[config.mk]
export PLATFORM = sky130hd
export DESIGN_NAME = fifo_enq_arbiter
export DESIGN_NICKNAME = d
export VERILOG_FILES = /design/src/rtl/fifo_enq_arbiter_pkg.sv /design/src/rtl/fifo_enq_arbiter_rr_pick.sv /design/src/rtl/fifo_enq_arbiter.sv
export SDC_FILE = /design/constraint.sdc
export NUM_CORES = 1
export LEC_CHECK = 0
export ABC_AREA = 1
export CAP_MARGIN = 20
export CORE_AREA = 2 2 265 267
export DETAILED_ROUTE_END_ITERATION = 8
export DIE_AREA = 0 0 267 269
export GPL_TIMING_DRIVEN = 0
export PLACE_DENSITY_LB_ADDON = 0.25
export SLEW_MARGIN = 20
export SYNTH_ARGS = -nofsm -noshare
export SYNTH_HDL_FRONTEND = slang
export SYNTH_SLANG_ARGS = --single-unit
[constraint.sdc]
create_clock -name CLK -period 4.2 [get_ports CLK]
set_input_delay 0.84 -clock CLK [delete_from_list [all_inputs] [get_ports CLK]]
set_output_delay 0.84 -clock CLK [all_outputs]
set_load 0.03 [all_outputs]
[src/rtl/fifo_enq_arbiter_pkg.sv]
// ----------------------------------------------------------------------------
// fifo_enq_arbiter_pkg
// Shared definitions for the FIFO enqueue arbiter:
//   arb_state_e  - arbiter mode (IDLE: round-robin, LOCKED: one owner bursting)
//   GRANT_CNT_W  - width of the accepted-beat statistics counter
//   BURST_W      - width of the per-lock beat counter
//   wrap_inc()   - modulo-n increment used for round-robin pointer updates
// ----------------------------------------------------------------------------
package fifo_enq_arbiter_pkg;

  typedef enum logic [0:0] {
    IDLE   = 1'b0,
    LOCKED = 1'b1
  } arb_state_e;

  localparam int GRANT_CNT_W = 16;
  localparam int BURST_W     = 8;

  // Next index after idx in a ring of n entries.
  function automatic int wrap_inc(input int idx, input int n);
    int nxt;
    nxt = idx + 32'sd1;
    if (nxt >= n) begin
      nxt = 32'sd0;
    end else begin
      nxt = nxt;
    end
    return nxt;
  endfunction

endpackage

[src/rtl/fifo_enq_arbiter_rr_pick.sv]
// ----------------------------------------------------------------------------
// rr_pick
// Purely combinational rotating-priority search.
//   valid [count-1:0] : candidate request vector
//   base  [IDX_W-1:0] : index with highest priority this cycle
//   index [IDX_W-1:0] : first set bit at base, base+1, ... (mod count)
//   found             : at least one bit of valid is set
// index is zero when nothing is found.
// ----------------------------------------------------------------------------
module rr_pick #(
  parameter int count = 4,
  parameter int IDX_W = $clog2(count)
) (
  input  logic [count-1:0] valid,
  input  logic [IDX_W-1:0] base,
  output logic [IDX_W-1:0] index,
  output logic             found
);

  logic [IDX_W-1:0] cand_s;

  // Walk the ring starting at base; the first valid candidate wins.
  always_comb begin
    index  = '0;
    found  = 1'b0;
    cand_s = '0;
    for (int k = 0; k < count; k++) begin
      cand_s = IDX_W'((int'(base) + k) % count);
      if (!found && valid[cand_s]) begin
        index = cand_s;
        found = 1'b1;
      end else begin
        found = found;
      end
    end
  end

endmodule

[src/rtl/fifo_enq_arbiter.sv]
// ----------------------------------------------------------------------------
// fifo_enq_arbiter
// Shares one FIFO enqueue port between `count` requesters. In IDLE the grant
// rotates round-robin from ptr; a requester holding req_lock keeps the grant
// for up to maxBurst beats (LOCKED), after which the pointer moves past it.
// Ports:
//   CLK, nRST          : clock, asynchronous active-low reset
//   req_valid[i]       : requester i has data pending
//   req_lock[i]        : requester i wants to keep the grant after this beat
//   req_enq_ena[i]     : requester i enqueues (honoured only with RDY[i])
//   req_enq_v          : requester data, requester i at [i*width +: width]
//   req_enq_rdy        : one-hot-or-zero grant, qualified by FIFO ready
//   out_enq_ena/_v     : enqueue strobe and data to the FIFO
//   out_enq_rdy        : FIFO not full
//   stat_grant_count   : accepted beats since reset (wraps)
// ----------------------------------------------------------------------------
module fifo_enq_arbiter
  import fifo_enq_arbiter_pkg::*;
#(
  parameter int count    = 4,
  parameter int width    = 128,
  parameter int maxBurst = 8
) (
  input  logic                   CLK,
  input  logic                   nRST,
  input  logic [count-1:0]       req_valid,
  input  logic [count-1:0]       req_lock,
  input  logic [count-1:0]       req_enq_ena,
  input  logic [count*width-1:0] req_enq_v,
  output logic [count-1:0]       req_enq_rdy,
  output logic                   out_enq_ena,
  output logic [width-1:0]       out_enq_v,
  input  logic                   out_enq_rdy,
  output logic [GRANT_CNT_W-1:0] stat_grant_count
);

  localparam int                 IDX_W       = $clog2(count);
  localparam logic [BURST_W-1:0] MAX_BURST_B = BURST_W'(maxBurst);
  // A one-beat burst limit makes locking meaningless; stay in IDLE.
  localparam bit                 LOCK_EN     = (maxBurst > 32'sd1);

  arb_state_e             fsm_r,   fsm_nx_s;
  logic [IDX_W-1:0]       ptr_r,   ptr_nx_s;
  logic [IDX_W-1:0]       owner_r, owner_nx_s;
  logic [BURST_W-1:0]     burst_r, burst_nx_s;
  logic [GRANT_CNT_W-1:0] cnt_r,   cnt_nx_s;

  logic [IDX_W-1:0]       pick_idx_s;
  logic                   pick_found_s;
  logic [IDX_W-1:0]       grant_idx_s;
  logic                   grant_vld_s;
  logic                   acc_s;

  rr_pick #(
    .count (count),
    .IDX_W (IDX_W)
  ) u_rr_pick (
    .valid (req_valid),
    .base  (ptr_r),
    .index (pick_idx_s),
    .found (pick_found_s)
  );

  // State register: all arbiter state and the statistics counter.
  always_ff @(posedge CLK or negedge nRST) begin
    if (!nRST) begin
      fsm_r   <= IDLE;
      ptr_r   <= '0;
      owner_r <= '0;
      burst_r <= '0;
      cnt_r   <= '0;
    end else begin
      fsm_r   <= fsm_nx_s;
      ptr_r   <= ptr_nx_s;
      owner_r <= owner_nx_s;
      burst_r <= burst_nx_s;
      cnt_r   <= cnt_nx_s;
    end
  end

  // Next-state logic: lock entry, burst counting, release and pointer moves.
  always_comb begin
    fsm_nx_s   = fsm_r;
    ptr_nx_s   = ptr_r;
    owner_nx_s = owner_r;
    burst_nx_s = burst_r;
    if (acc_s) begin
      cnt_nx_s = cnt_r + GRANT_CNT_W'(1'b1);
    end else begin
      cnt_nx_s = cnt_r;
    end
    case (fsm_r)
      IDLE: begin
        if (acc_s) begin
          if (req_lock[grant_idx_s] && LOCK_EN) begin
            fsm_nx_s   = LOCKED;
            owner_nx_s = grant_idx_s;
            burst_nx_s = BURST_W'(1'b1);
          end else begin
            ptr_nx_s = IDX_W'(wrap_inc(int'(grant_idx_s), count));
          end
        end else begin
          fsm_nx_s = IDLE;
        end
      end
      LOCKED: begin
        if (acc_s) begin
          burst_nx_s = burst_r + BURST_W'(1'b1);
          if (!req_lock[owner_r] || (burst_r + BURST_W'(1'b1) == MAX_BURST_B)) begin
            fsm_nx_s = IDLE;
            ptr_nx_s = IDX_W'(wrap_inc(int'(owner_r), count));
          end else begin
            fsm_nx_s = LOCKED;
          end
        end else if (out_enq_rdy && !req_valid[owner_r]) begin
          // Owner dropped valid: give the port back rather than stall others.
          fsm_nx_s = IDLE;
          ptr_nx_s = IDX_W'(wrap_inc(int'(owner_r), count));
        end else begin
          fsm_nx_s = LOCKED;
        end
      end
      default: begin
        fsm_nx_s   = IDLE;
        ptr_nx_s   = '0;
        owner_nx_s = '0;
        burst_nx_s = '0;
      end
    endcase
  end

  // Output logic: grant selection, ready vector, enqueue strobe and data mux.
  always_comb begin
    grant_idx_s = '0;
    grant_vld_s = 1'b0;
    req_enq_rdy = '0;
    out_enq_v   = '0;
    case (fsm_r)
      IDLE: begin
        grant_idx_s = pick_idx_s;
        grant_vld_s = pick_found_s;
      end
      LOCKED: begin
        // No bypass: others wait while the owner holds the lock.
        grant_idx_s = owner_r;
        grant_vld_s = req_valid[owner_r];
      end
      default: begin
        grant_idx_s = '0;
        grant_vld_s = 1'b0;
      end
    endcase
    // nRST gates outputs so reset silences the port even with live requests.
    if (nRST && grant_vld_s) begin
      out_enq_v = req_enq_v[int'(grant_idx_s)*width +: width];
      if (out_enq_rdy) begin
        req_enq_rdy[grant_idx_s] = 1'b1;
      end else begin
        req_enq_rdy = '0;
      end
    end else begin
      out_enq_v = '0;
    end
    out_enq_ena = |(req_enq_ena & req_enq_rdy);
    acc_s       = out_enq_ena;
  end

  assign stat_grant_count = cnt_r;

endmodule

# --- Word-level counts from Yosys, hierarchy flattened ---
# Cells that the tools add are included.
op_classes:
  n_bitwise: 2
  reduce_logical: 16
  n_shift: 1
  eq_ne: 7
  n_lt_le_gt_ge: 9
  add_sub_neg: 7
  mux: 47
ops:
  columns: ["operator", "n"]
  rows:
  - ["indexed part select 512 x 10 -> 128 bit", 1]
  - ["two-way mux 128 bit", 1]
  - ["two-way mux 8 bit", 3]
  - ["two-way mux 2 bit", 11]
  - ["less-than comparator 2 x 3 -> 1 bit (second input constant)", 6]
  - ["two-way mux 1 bit", 17]
  - ["adder 16 x 1 -> 16 bit (second input constant)", 1]
  - ["case mux 8 bit (2 select lines)", 1]
  - ["binary-select mux 1 bit (select 2 bit)", 7]
  - ["adder 8 x 1 -> 8 bit (second input constant)", 1]
  - ["== test 8 x 4 -> 1 bit (second input constant)", 1]
  - ["two-way mux 4 bit", 2]
  - ["inequality test 2 bit (second input constant)", 4]
  - ["case mux 2 bit (2 select lines)", 2]
  - ["adder 2 x 1 -> 3 bit (second input constant)", 2]
  - [">= comparator 3 bit (second input constant)", 2]
  - ["logical AND 1 bit", 6]
  - ["inequality test 3 x 2 -> 1 bit (second input constant)", 2]
  - ["AND reduction 3 bit", 2]
  - ["logical NOT 1 bit", 5]
  - ["adder 2 bit (second input constant)", 2]
  - ["bitwise AND 4 bit", 1]
  - ["case mux 1 bit (2 select lines)", 2]
  - ["AND reduction 4 bit", 1]
  - ["other kinds (6)", 6]
totals:
  output_inout_bits: 149
  in_bits: 527
  word_cells: 94
  reg_bits: 29

# --- Depth between registers and ports, before layout ---
# Gate-level depths: netlist (run 1).
logic_depth:
  depth_word: 23
  ltp_mapped: 24
  mapped_depth_nobuf: 21

# --- Cells and area by module ---
# Synthesis (run 1) repeated with hierarchy kept, for this count alone.
unflattened:
  hier_cells: 1168
  hier_area_um2: 6411.1
modules_own_cells:
  columns: ["mod", "seq_area_each_um2", "cells_each", "area_per_inst_um2", "instances"]
  rows:
  - ["fifo_enq_arbiter", 725.7, 1109, 6092.1, 1]
  - ["rr_pick", 0.0, 59, 319.1, 1]

# --- Worst setup path after synthesis (run 1) ---
# OpenSTA, ideal clock, no wires.
synth_timing:
  kind: "in2out"
  from: "input req_valid[2]"
  to: "output out_enq_ena"
  t_required_ps: 3360
  path_buffers: 4
  path_stages: 20
  arrival_ps: 3259
  setup_slack_ps: 101
  cell_sequence: "inv_1 -> nand2_1 -> nand3_1 -> nand2_2 -> nor2_4 -> nand3_1 -> nand2_1 -> nand3_2 -> nand2_2 -> buf_6 -> buf_4 -> buf_2 -> ha_1 -> nand2_1 -> nor2_1 -> nand2_1 -> nand2_2 -> clkinv_1 -> nand2_4 -> buf_12"
synth_via:
  elab_chain_cells: 21
  word_cells_on_any_way: 36
  classes_between: "order compare: 2; mux: 24; bitwise: 1; reduce/logical: 9"
synth_lines:
  columns: ["element", "line", "text"]
  rows:
  - ["from (decl)", "fifo_enq_arbiter.sv:26", "input logic [count-1:0] req_valid,"]
  - ["binary-select mux 1 bit (select 2 bit)", "fifo_enq_arbiter_rr_pick.sv:29", "if (!found && valid[cand_s]) begin"]
  - ["two-way mux 1 bit (implied by the code)", "fifo_enq_arbiter_rr_pick.sv:29", null]
  - ["two-way mux 1 bit", "fifo_enq_arbiter_rr_pick.sv:29", null]
  - ["logical NOT 1 bit", "fifo_enq_arbiter_rr_pick.sv:29", null]
  - ["logical AND 1 bit", "fifo_enq_arbiter_rr_pick.sv:29", null]
  - ["two-way mux 1 bit", "fifo_enq_arbiter_rr_pick.sv:29", null]
  - ["logical NOT 1 bit", "fifo_enq_arbiter_rr_pick.sv:29", null]
  - ["logical AND 1 bit", "fifo_enq_arbiter_rr_pick.sv:29", null]
  - ["(+6 left out)", null, null]
  - ["logical AND 1 bit (implied by the code)", "fifo_enq_arbiter.sv:157", "req_enq_rdy[grant_idx_s] = 1'b1;"]
  - ["two-way mux 1 bit (implied by the code)", "fifo_enq_arbiter.sv:157", null]
  - ["demux 1 bit (select 2 bit)", "fifo_enq_arbiter.sv:157", null]
  - ["two-way mux 4 bit", "fifo_enq_arbiter.sv:156", "if (out_enq_rdy) begin"]
  - ["two-way mux 4 bit (*)", "fifo_enq_arbiter.sv:154", "if (nRST && grant_vld_s) begin"]
  - ["net req_enq_rdy[3]", "fifo_enq_arbiter.sv:30", "output logic [count-1:0] req_enq_rdy,"]
  - ["bitwise AND 4 bit (*)", "fifo_enq_arbiter.sv:164", "out_enq_ena = |(req_enq_ena & req_enq_rdy);"]
  - ["OR reduction 4 bit (*)", "fifo_enq_arbiter.sv:164", null]
  - ["to (decl)", "fifo_enq_arbiter.sv:31", "output logic out_enq_ena,"]
# Mark *: on every way through the listed nets, which the timed path passes. The rest lies on a longest branch. The select of a mux whose other input is x is not followed.

# --- Final worst setup path (run 1) ---
layout_timing:
  from: "input req_valid[2]"
  to: "output out_enq_v[101]"
layout_via:
  elab_chain_cells: 15
  word_cells_on_any_way: 29
  classes_between: "shift: 1; mux: 21; reduce/logical: 7"
layout_lines:
  columns: ["element", "line", "text"]
  rows:
  - ["binary-select mux 1 bit (select 2 bit)", "fifo_enq_arbiter_rr_pick.sv:29", null]
  - ["two-way mux 1 bit (implied by the code)", "fifo_enq_arbiter_rr_pick.sv:29", null]
  - ["two-way mux 1 bit", "fifo_enq_arbiter_rr_pick.sv:29", null]
  - ["logical NOT 1 bit", "fifo_enq_arbiter_rr_pick.sv:29", null]
  - ["logical AND 1 bit", "fifo_enq_arbiter_rr_pick.sv:29", null]
  - ["two-way mux 1 bit", "fifo_enq_arbiter_rr_pick.sv:29", null]
  - ["logical NOT 1 bit", "fifo_enq_arbiter_rr_pick.sv:29", null]
  - ["logical AND 1 bit", "fifo_enq_arbiter_rr_pick.sv:29", null]
  - ["two-way mux 1 bit", "fifo_enq_arbiter_rr_pick.sv:29", null]
  - ["logical NOT 1 bit", "fifo_enq_arbiter_rr_pick.sv:29", null]
  - ["logical AND 1 bit", "fifo_enq_arbiter_rr_pick.sv:29", null]
  - ["two-way mux 2 bit or two-way mux 1 bit (tied branches)", "fifo_enq_arbiter_rr_pick.sv:29", null]
  - ["case mux 2 bit (2 select lines) or case mux 1 bit (2 select lines) (tied branches)", "fifo_enq_arbiter.sv:138", "case (fsm_r)"]
  - ["indexed part select 512 x 10 -> 128 bit or logical AND 1 bit (tied branches)", "fifo_enq_arbiter.sv:155, fifo_enq_arbiter.sv:154", null]
  - ["two-way mux 128 bit (*)", "fifo_enq_arbiter.sv:154", null]
  - ["to (decl)", "fifo_enq_arbiter.sv:32", "output logic [width-1:0] out_enq_v,"]
# Every way passes the cells marked *; elsewhere a longest branch is shown, timed or not. The select of a mux whose other input is x is not followed.

==> out/metrics.yaml, run 1 <==
worst_setup_path:
  startpoint_type: "input pin"
  worstSetupPathType: "input pin to output port"
  cp.arrival_ns: 3.24
  reg2regPathDepth: 25
  critPathMaxFanout: 10
  end_kind: "output port"
  crit_required_ns: 3.36
global_routing:
  grt-ovfl-total: 0
  antenna_found_initial: 15
  grt_usage: 0.1483
  grt_max_degree: 31
  grt_pass1_wl_um: 76910
  grt_pass1_vias: 10731
cts:
  cts_tree: "yes"
  clk_pin_slew_worst_paths_ns: 0.06
  cts_made_buffers: 5
  htree_levels: 2
  clk_root_buffer_cell: "clkbuf_16"
  insertion_delay_ns: 0.28
  holdBufCountCts: 0
  clk_path_buf_depth: 2
  cts_num_sinks: 29
floorplan:
  core_area_um2: 69300
  die_w_um: 267
  initial_core_util: 0.08469
  rows: 97
  io_pins: 676
  die_y_um: 269
  fp.dieArea_um2: 71820
sta:
  drv_slew: 0
  finalSetupViolCount: 0
  period_needed_ns: 4.084
  worst_pin_slew_ns: 0.5356
  finClkSkew_ns: 0.008806
  hold_slack_ns: 0.5079
  max_freq_mhz: 244.8
  slew_headroom: 0.6429
  grt_setup_unrepaired: "true"
  finalCritPeriodShare: 0.9724
  hold_viol: 0
  tns_ns: 0
cells_and_area:
  multiInputGateArea_um2: 4700
  final.fill_count: 7936
  syn_to_final_growth_pct: 143.0
  finalNonFillerCells: 2736
  design_area_um2: 14260
  layout.nets: 2321
  layout-drive-gt1-share: 0.1837
  seq_area_um2: 725.7
synthesis:
  synth-seq-area-share: 0.1236
  syn-cell-area_um2: 5869
  synthesis.nets: 1615
  yosysUniqueCellTypes: 36
  synthCells: 1084
  synth_edf_count: 0
  yosysTopAreaCellShare: 0.1740
  async_flop_share: 1.000
  synth_area_leaders: "nor2_1 (17%), nand2_1 (15%), dfrtp_1 (12%), o21ai_0 (10%), a31oi_1 (8.0%)"
  ys_warn_count: 0
  synth_seq_cells: 29
  yosys.area.top_type: "nor2_1"
  yosys_most_used_dff: "dfrtp_1"
  syn_avg_cell_area_um2: 5.415
routing:
  ant_nets: 0
  vias_per_cell: 3.853
  finalWirelength_um: 56970
  drc_errors: 0
  dr.pass1.iters: 5
  routedWlPerCell_um: 20.82
  via_count: 10541
  drt_iter0_drc: 620
pwr:
  p_leak_uw: 0.005623
  p_sw_frac: 0.6277
  power_frac_seq: 0.032
  power_per_cell_area_nw_per_um2: 975.1
  power_frac_comb: 0.943
  p_clk_frac: 0.025
  p_sw_uw: 8731
  cell_internal_pwr_uw: 5177
  peakVddDrop_v: 0.0004094
place:
  dpl-instance-area_um2: 13820
  port-buffer-count: 675
  placed_cells_incl_taps: 2700
  place.gp.congestion: 0.9197
  dp_hpwl_um: 48220
run_status:
  status: "complete, no violations"
min_path:
  worstHoldPathType: "input pin to asynchronous set/reset pin"
job:
  cap_violations: 0
==> layout make-up <==
cell class | count | share of cell area
timing repair buffer | 699 | 0.4642
multi-input combinational | 938 | 0.3295
tap | 940 | 0.08246
buffer | 90 | 0.05403
sequential | 29 | 0.05088
clock buffer | 5 | 0.008772
inverter | 27 | 0.008070
clock inverter | 3 | 0.001228
antenna | 5 | 0.0008772
==> metrics by stage <==
step	total power, µW	util	worst slack [ns]
2_1_floorplan	7396	-	0.1007
3_3_place_gp	12970	0.1992	-2.035
3_5_place_dp	12950	0.1994	-1.631
4_1_cts	14090	0.2045	-0.1663
5_1_grt	15070	0.2058	-0.01067
6_report	13910	0.2058	0.1158
==> cells in the final DEF, fill, tap and decap left out, drive strengths merged, types with 4 or more instances in the layout <==
cell,count
nor3,6
xor2,12
nand2,253
a31oi,75
inv,26
nand3,27
o21ai,147
xnor2,8
ha,4
diode,5
dlygate4sd2,5
nor2,281
clkdlybuf4s15,27
buf,180
clkdlybuf4s50,538
clkbuf,42
dfrtp,29
a22oi,53
nand4,8
a21oi,57
==> worst max-delay path: stages <==
cell and delay [ns]:
dlygate4sd2_1 0.26, inv_2 0.08, nand2_2 0.07, nand3_2 0.08, nand2_2 0.09, nor2_4 0.11
nand3_1 0.08, nand2_1 0.08, nand3_2 0.08, nand2_4 0.12, buf_12 0.15, nand2_8 0.08
inv_8 0.07, buf_6 0.18, buf_4 0.22, nand2_1 0.07, a31oi_1 0.17, clkdlybuf4s15_1 0.40
==> routing by layer <==
metal	GRT usage	routed length, µm
met1	0.1870	24320
met5	0	48
met2	0.2582	27850
met4	0.02733	958
met3	0.03434	3795
==> flip-flops by register name, indices dropped and copies added, names as in the netlist <==
name,cells
owner_r,2
stat_grant_count,16
fsm_r,1
burst_r,8
ptr_r,2
==> cells in the mapped netlist, types with 3 or more instances <==
| master | instances |
|---|---|
| buf_6 | 3 |
| a22oi_1 | 53 |
| buf_4 | 15 |
| nor2_4 | 3 |
| nor3_1 | 6 |
| clkbuf_1 | 32 |
| nand3_2 | 6 |
| nand2_4 | 3 |
| nand3_1 | 21 |
| nand2_1 | 237 |
| inv_1 | 21 |
| o21ai_1 | 20 |
| xor2_1 | 12 |
| xnor2_1 | 8 |
| buf_2 | 39 |
| a21oi_1 | 57 |
| dfrtp_1 | 29 |
| nand2_2 | 12 |
| nor2_1 | 272 |
| nor2_2 | 6 |
| ha_1 | 4 |
| a31oi_1 | 75 |
| o21ai_2 | 8 |
| o21ai_0 | 119 |
| nand4_1 | 8 |
| inv_2 | 5 |
==> kinds of logic (layout without fill, tap and decap cells) <==
family / Yosys count / after routing / synth area share
adder cells (fa/ha/maj): 4 / 4 / 0.008527
AND/OR/NAND/NOR: 580 / 580 / 0.4074
buffers and inverters: 117 / 824 / 0.09934
AO/OA/AOI/OAI: 334 / 334 / 0.3313
flip-flops: 29 / 29 / 0.1236
XOR/XNOR: 20 / 20 / 0.02984
other: 0 / 5 / 0
==> power groups by stage <==
stage                     registers (µW)  logic [µW]  clock network, µW
after floorplan                      498        6900                  0
after global placement               439       12500                  0
after detailed placement             441       12500                  0
after CTS                            438       13300                362
after global routing                 453       14200                375
final                                440       13100                348
==> path summary, 6_finish.rpt <==
kind                               from             endpoint  slack (ns)
max in group asynchronous          nRST  stat_grant_count[9]        3.51
min reg2reg                  burst_r[0]           burst_r[0]        0.51
max                        req_valid[2]       out_enq_v[101]        0.12
min in group CLK             burst_r[0]           burst_r[0]        0.51
max reg2reg                    ptr_r[1]           burst_r[0]        1.13
min                                nRST             ptr_r[1]        0.51
==> what timing repair did <==
item	4_1_cts	5_1_grt
gates resized for setup	835	21
pin swaps	9	4
setup buffers	12	9
cloned	2	0
setup endpoints to repair	151	130
Power figures use the tool's default switching activity.
==> run 2: changes to the inputs <==
--- a/config.mk
+++ b/config.mk
@@ -5,12 +5,10 @@
 export SDC_FILE = /design/constraint.sdc
 export NUM_CORES = 1
 export LEC_CHECK = 0
-export ABC_AREA = 1
 export CAP_MARGIN = 20
-export CORE_AREA = 2 2 265 267
+export CORE_AREA = 2 2 266 268
 export DETAILED_ROUTE_END_ITERATION = 8
-export DIE_AREA = 0 0 267 269
-export GPL_TIMING_DRIVEN = 0
+export DIE_AREA = 0 0 268 270
 export PLACE_DENSITY_LB_ADDON = 0.25
 export SLEW_MARGIN = 20
 export SYNTH_ARGS = -nofsm -noshare
==> run 2 against run 1 <==
- count of clock-buffer cells in the layout is 2 higher
- routed wire length is 6.1% lower
- cell count is 2.4% higher
- core utilization is 1.1 points higher
- global-route usage is 1.7 points lower
- hold slack worse by 0.027 ns
- area after synthesis is 4.5% higher
- non-clock buffer count is 23 lower
- critical path depth is 7 lower
- flip-flop and latch count stayed put
- combinational power is 19% lower
- largest cell class unchanged
- clock skew is 0.0022 ns lower
==> out/metrics.yaml, run 2 <==
place:
  place.gp.congestion: 0.9208
  dpl-instance-area_um2: 14300
  pre_cts_ws_ns: -0.1869
  port-buffer-count: 675
  dp_hpwl_um: 42820
sta:
  hold_slack_ns: 0.4806
  finClkSkew_ns: 0.006605
  finalCritPeriodShare: 0.9659
  worst_pin_slew_ns: 0.7328
  finalSetupViolCount: 0
  slew_headroom: 0.5115
  period_needed_ns: 4.057
  grt_setup_unrepaired: "false"
  hold_viol: 0
  max_freq_mhz: 246.5
  worst_slack_ns: 0.1433
  tns_ns: 0
  drv_slew: 0
routing:
  drt_iter0_drc: 414
  routedWlPerCell_um: 19.09
  finalWirelength_um: 53510
  dr.pass1.iters: 4
  vias_per_cell: 3.888
  via_count: 10898
  drc_errors: 0
  ant_nets: 0
synthesis:
  synth_edf_count: 0
  ys_warn_count: 0
  synthCells: 1185
  synthesis.nets: 1716
  async_flop_share: 1.000
  yosysUniqueCellTypes: 49
  yosys_most_used_dff: "dfrtp_1"
  yosysMostFrequentCell: "nand2_1"
  synth_area_leaders: "nand2_1 (33%), nand3_1 (22%), and3_1 (14%), dfrtp_1 (12%), clkbuf_1 (5.6%)"
  yosys.area.top_type: "nand2_1"
  synth-seq-area-share: 0.1184
  yosysTopAreaCellShare: 0.3288
  synth_seq_cells: 29
  synth_common_cells: "nand2_1 (537), nand3_1 (271), and3_1 (135), clkbuf_1 (92), dfrtp_1 (29)"
  syn-cell-area_um2: 6131
  syn_avg_cell_area_um2: 5.174
cells_and_area:
  layout-drive-gt1-share: 0.1449
  multiInputGateArea_um2: 5146
  layout.nets: 2387
  seq_area_um2: 725.7
  layout_commonest_cell: "clkdlybuf4s50_1"
  design_area_um2: 15050
  largest_reg_flops: 16
  final.fill_count: 7864
  final_cell_mix: "clkdlybuf4s50_1 (539), nand2_1 (536), nand3_1 (261)"
  syn_to_final_growth_pct: 145.4
worst_setup_path:
  startpoint_type: "input pin"
  crit_required_ns: 3.36
  critPathMaxFanout: 7
  end_kind: "output port"
  rrSetupSlack_ns: 0.89
  worstSetupPathType: "input pin to output port"
  cp.arrival_ns: 3.22
global_routing:
  grt-ovfl-total: 0
  grt_max_degree: 71
  grt_usage: 0.1314
  antenna_found_initial: 21
  grt_pass1_vias: 10756
  grt_pass1_wl_um: 71480
pwr:
  peakVddDrop_v: 0.0008141
  p_leak_uw: 0.006708
  power_per_cell_area_nw_per_um2: 761.9
floorplan:
  initial_core_util: 0.08816
  io_pins: 676
  rows: 97
  die_w_um: 268
  fp.dieArea_um2: 72360
  die_y_um: 270
  core_area_um2: 69540
cts:
  htree_levels: 2
  clk_root_buffer_cell: "clkbuf_16"
  cts_num_sinks: 29
  cts_made_buffers: 5
  holdBufCountCts: 0
  cts_tree: "yes"
  insertion_delay_ns: 0.27
  clk_path_buf_depth: 2
  clk_pin_slew_worst_paths_ns: 0.05
run_status:
  status: "complete, no violations"
min_path:
  worstHoldPathType: "register to register"
job:
  cap_violations: 0
## run 2: cell count changes in the layout (fill, tap and decap cells not counted), moves of 92 or more
cell,previous run,this run
nand2_1,231,536
nor2_1,266,11
nand3_1,20,261
and3_1,0,129
buf_4,58,174
o21ai_0,99,7
## run 2: what timing repair did
item / in CTS / in global routing
gates resized for setup: 19 / 27
pin swaps: 1 / 3
setup endpoints to repair: 91 / 124
buffers inserted: 2 / 7
cloned: 0 / 11
## run 2: metal layers
metal  global-route usage  share of wire
met4              0.02132          0.013
met5                    0         0.0011
met1               0.1617           0.42
met3              0.02927          0.068
met2               0.2346           0.49
## run 2: cells by family (layout without fill, tap and decap cells)
group                      count (synthesis)  count (layout)  share of synthesized area
other                                      0               6                          0
AOI/OAI and AO/OA                         33              33                    0.03776
adders and majority gates                  4               4                   0.008164
and+or+nand+nor                          986             986                     0.7267
buffers and inverters                    108             780                    0.06857
muxes                                      9               9                    0.01755
DFF                                       29              29                     0.1184
xor gates and xnor gates                  16              16                    0.02286
## run 2: path summary, 6_finish.rpt
kind,from,end,depth (start not counted)
setup / recovery,req_valid[0],out_enq_ena,11
hold / removal,stat_grant_count[15],stat_grant_count[15],1
setup reg to reg,ptr_r[0],owner_r[0],12
hold reg to reg,stat_grant_count[15],stat_grant_count[15],1
max in group asynchronous,nRST,stat_grant_count[4],2
min in group asynchronous,nRST,stat_grant_count[8],2
## run 2: cell type report
cell class,count,share of cell area
Inverter,5,0.002411
Sequential cell,29,0.04823
Antenna cell,6,0.0009978
Timing Repair Buffer,766,0.5161
Clock buffer,7,0.009479
Tap cell,940,0.07816
Clock inverter,1,0.001996
Timing Repair inverter,1,0.0005821
Multi-Input combinational cell,1048,0.3420
## run 2: where the power goes
| part | total, µW | internal, µW | switching, µW |
|---|---|---|---|
| Sequential | 459 | 343 | 116 |
| Combinational | 10600 | 4470 | 6120 |
| Clock | 417 | 296 | 122 |
## run 2: stage by stage
| stage | utilization | total power, µW | cells |
|---|---|---|---|
| final | 0.2164 | 11460 | 2803 |
| after global routing | 0.2163 | 12410 | 2800 |
| after CTS | 0.2095 | 10790 | 2779 |
| after detailed placement | 0.2057 | 10250 | 2769 |
| after global placement | 0.2057 | 10240 | 2769 |
| after floorplan | - | 5770 | 1185 |
## run 2: critical path, cell delays in order
cell and delay [ns]:
dlygate4sd2_1 0.28, nor2b_1 0.23, or4_4 0.18, a31o_4 0.35, clkinv_8 0.16, ha_2 0.22
a221o_1 0.35, o311ai_2 0.25, a21o_1 0.17, inv_2 0.06, buf_6 0.13
==> run 3: changes to the inputs <==
--- a/config.mk
+++ b/config.mk
@@ -6,9 +6,9 @@
 export NUM_CORES = 1
 export LEC_CHECK = 0
 export CAP_MARGIN = 20
-export CORE_AREA = 2 2 266 268
+export CORE_AREA = 4 4 260 262
 export DETAILED_ROUTE_END_ITERATION = 8
-export DIE_AREA = 0 0 268 270
+export DIE_AREA = 0 0 264 266
 export PLACE_DENSITY_LB_ADDON = 0.25
 export SLEW_MARGIN = 20
 export SYNTH_ARGS = -nofsm -noshare
==> run 3 against run 2 <==
- critical path depth did not move
- clock skew fell by 0.00098 ns
- critical path type unchanged
- cell count fell by 4.1%
- clock power fell by 20%
==> out/metrics.yaml, run 3 (synthesized netlist as in run 2, its figures left out) <==
run_status:
  status: "complete, no violations"
place:
  dp_hpwl_um: 41800
  place.gp.congestion: 0.8714
  port-buffer-count: 675
  dpl-instance-area_um2: 14150
  pre_cts_ws_ns: -0.5008
worst_setup_path:
  worstSetupPathType: "input pin to output port"
  critPathMaxFanout: 13
  cp.arrival_ns: 3.25
  crit_required_ns: 3.36
  startpoint_type: "input pin"
  end_kind: "output port"
  reg2regPathDepth: 13
routing:
  finalWirelength_um: 52130
  dr.pass1.iters: 6
  vias_per_cell: 4.018
  via_count: 10801
  ant_nets: 0
  drc_errors: 0
  drt_iter0_drc: 573
  routedWlPerCell_um: 19.39
cells_and_area:
  layout.nets: 2349
  layout-drive-gt1-share: 0.1193
  syn_to_final_growth_pct: 138.9
  seq_area_um2: 725.7
  final_cell_mix: "clkdlybuf4s50_1 (539), nand2_1 (537), nand3_1 (269)"
  design_area_um2: 14640
  multiInputGateArea_um2: 5047
  layout_commonest_cell: "clkdlybuf4s50_1"
  final_util: 0.2239
  largest_reg_flops: 16
  final.fill_count: 7423
global_routing:
  grt_pass1_vias: 10981
  grt_pass1_wl_um: 73420
  grt_max_degree: 74
  grt-ovfl-total: 0
  antenna_found_initial: 20
  grt_usage: 0.1358
cts:
  cts_tree: "yes"
  clk_root_buffer_cell: "clkbuf_16"
  cts_resized: 45
  insertion_delay_ns: 0.27
  postCtsSetupBuffers: 0
  clk_pin_slew_worst_paths_ns: 0.05
  clk_path_buf_depth: 2
  holdBufCountCts: 0
  cts_num_sinks: 29
  htree_levels: 2
  cts_made_buffers: 5
min_path:
  hold-path-cell-count: 1
  worstHoldPathType: "register to register"
floorplan:
  core_area_um2: 65390
  fp.dieArea_um2: 70220
  rows: 94
  die_w_um: 264
  io_pins: 676
  die_y_um: 266
  initial_core_util: 0.09375
sta:
  max_freq_mhz: 244.3
  worst_slack_ns: 0.1061
  hold_viol: 0
  finalSetupViolCount: 0
  slew_headroom: 0.5258
  period_needed_ns: 4.094
  finClkSkew_ns: 0.005626
  tns_ns: 0
  drv_slew: 0
  worst_pin_slew_ns: 0.7113
  finalCritPeriodShare: 0.9747
  grt_setup_unrepaired: "false"
pwr:
  total_power_uw: 11000
  p_leak_uw: 0.006511
  peakVddDrop_v: 0.0003907
  power_per_cell_area_nw_per_um2: 751.1
job:
  cap_violations: 0
[run 3: path summary, 6_finish.rpt]
path	endpoint	slack [ns]	from
setup / recovery	out_enq_v[15]	0.11	req_valid[0]
hold / removal	stat_grant_count[15]	0.48	stat_grant_count[15]
setup reg to reg	stat_grant_count[5]	1.18	ptr_r[0]
hold reg to reg	stat_grant_count[15]	0.48	stat_grant_count[15]
max in group asynchronous	burst_r[1]	2.90	nRST
min in group asynchronous	stat_grant_count[12]	1.02	nRST
[run 3: critical path, stage by stage]
cell           delay (ns)
dlygate4sd2_1        0.27
nor2b_1              0.17
or4_4                0.54
a31o_4               0.30
buf_12               0.16
buf_12               0.16
buf_4                0.19
nand2_1              0.08
nand3_1              0.13
and3_1               0.22
buf_4                0.17
[run 3: final cells by class]
class	count	area share
inverter	5	0.001965
clock buffer	6	0.008800
clock inverter	2	0.0006835
multi-input combinational	1048	0.3447
timing repair buffer	729	0.5197
tap	864	0.07382
antenna	5	0.0008544
sequential	29	0.04956
[run 3: power by group]
group / leakage, µW / total [µW] / internal, µW / switching (µW)
logic: 0.00606 / 10200 / 4230 / 5990
clock network: 0.0000706 / 334 / 217 / 117
registers: 0.000383 / 445 / 343 / 101
[run 3: per-layer routing]
layer  vias to the layer above  wire length, µm  GRT usage
met2                       489            26620     0.2492
met4                        10              925    0.01956
met3                        64             3700    0.03315
met5                         -               65          0
li1                       5241                -          -
met1                      4997            20820     0.1642
[run 3: through the flow]
stage          hold WS (ns)  instances
6_report             0.4790       2688
5_1_grt              0.4938       2685
4_1_cts              0.4867       2683
3_5_place_dp         0.4758       2669
3_3_place_gp         0.4687       2669
2_1_floorplan        0.4897       1185
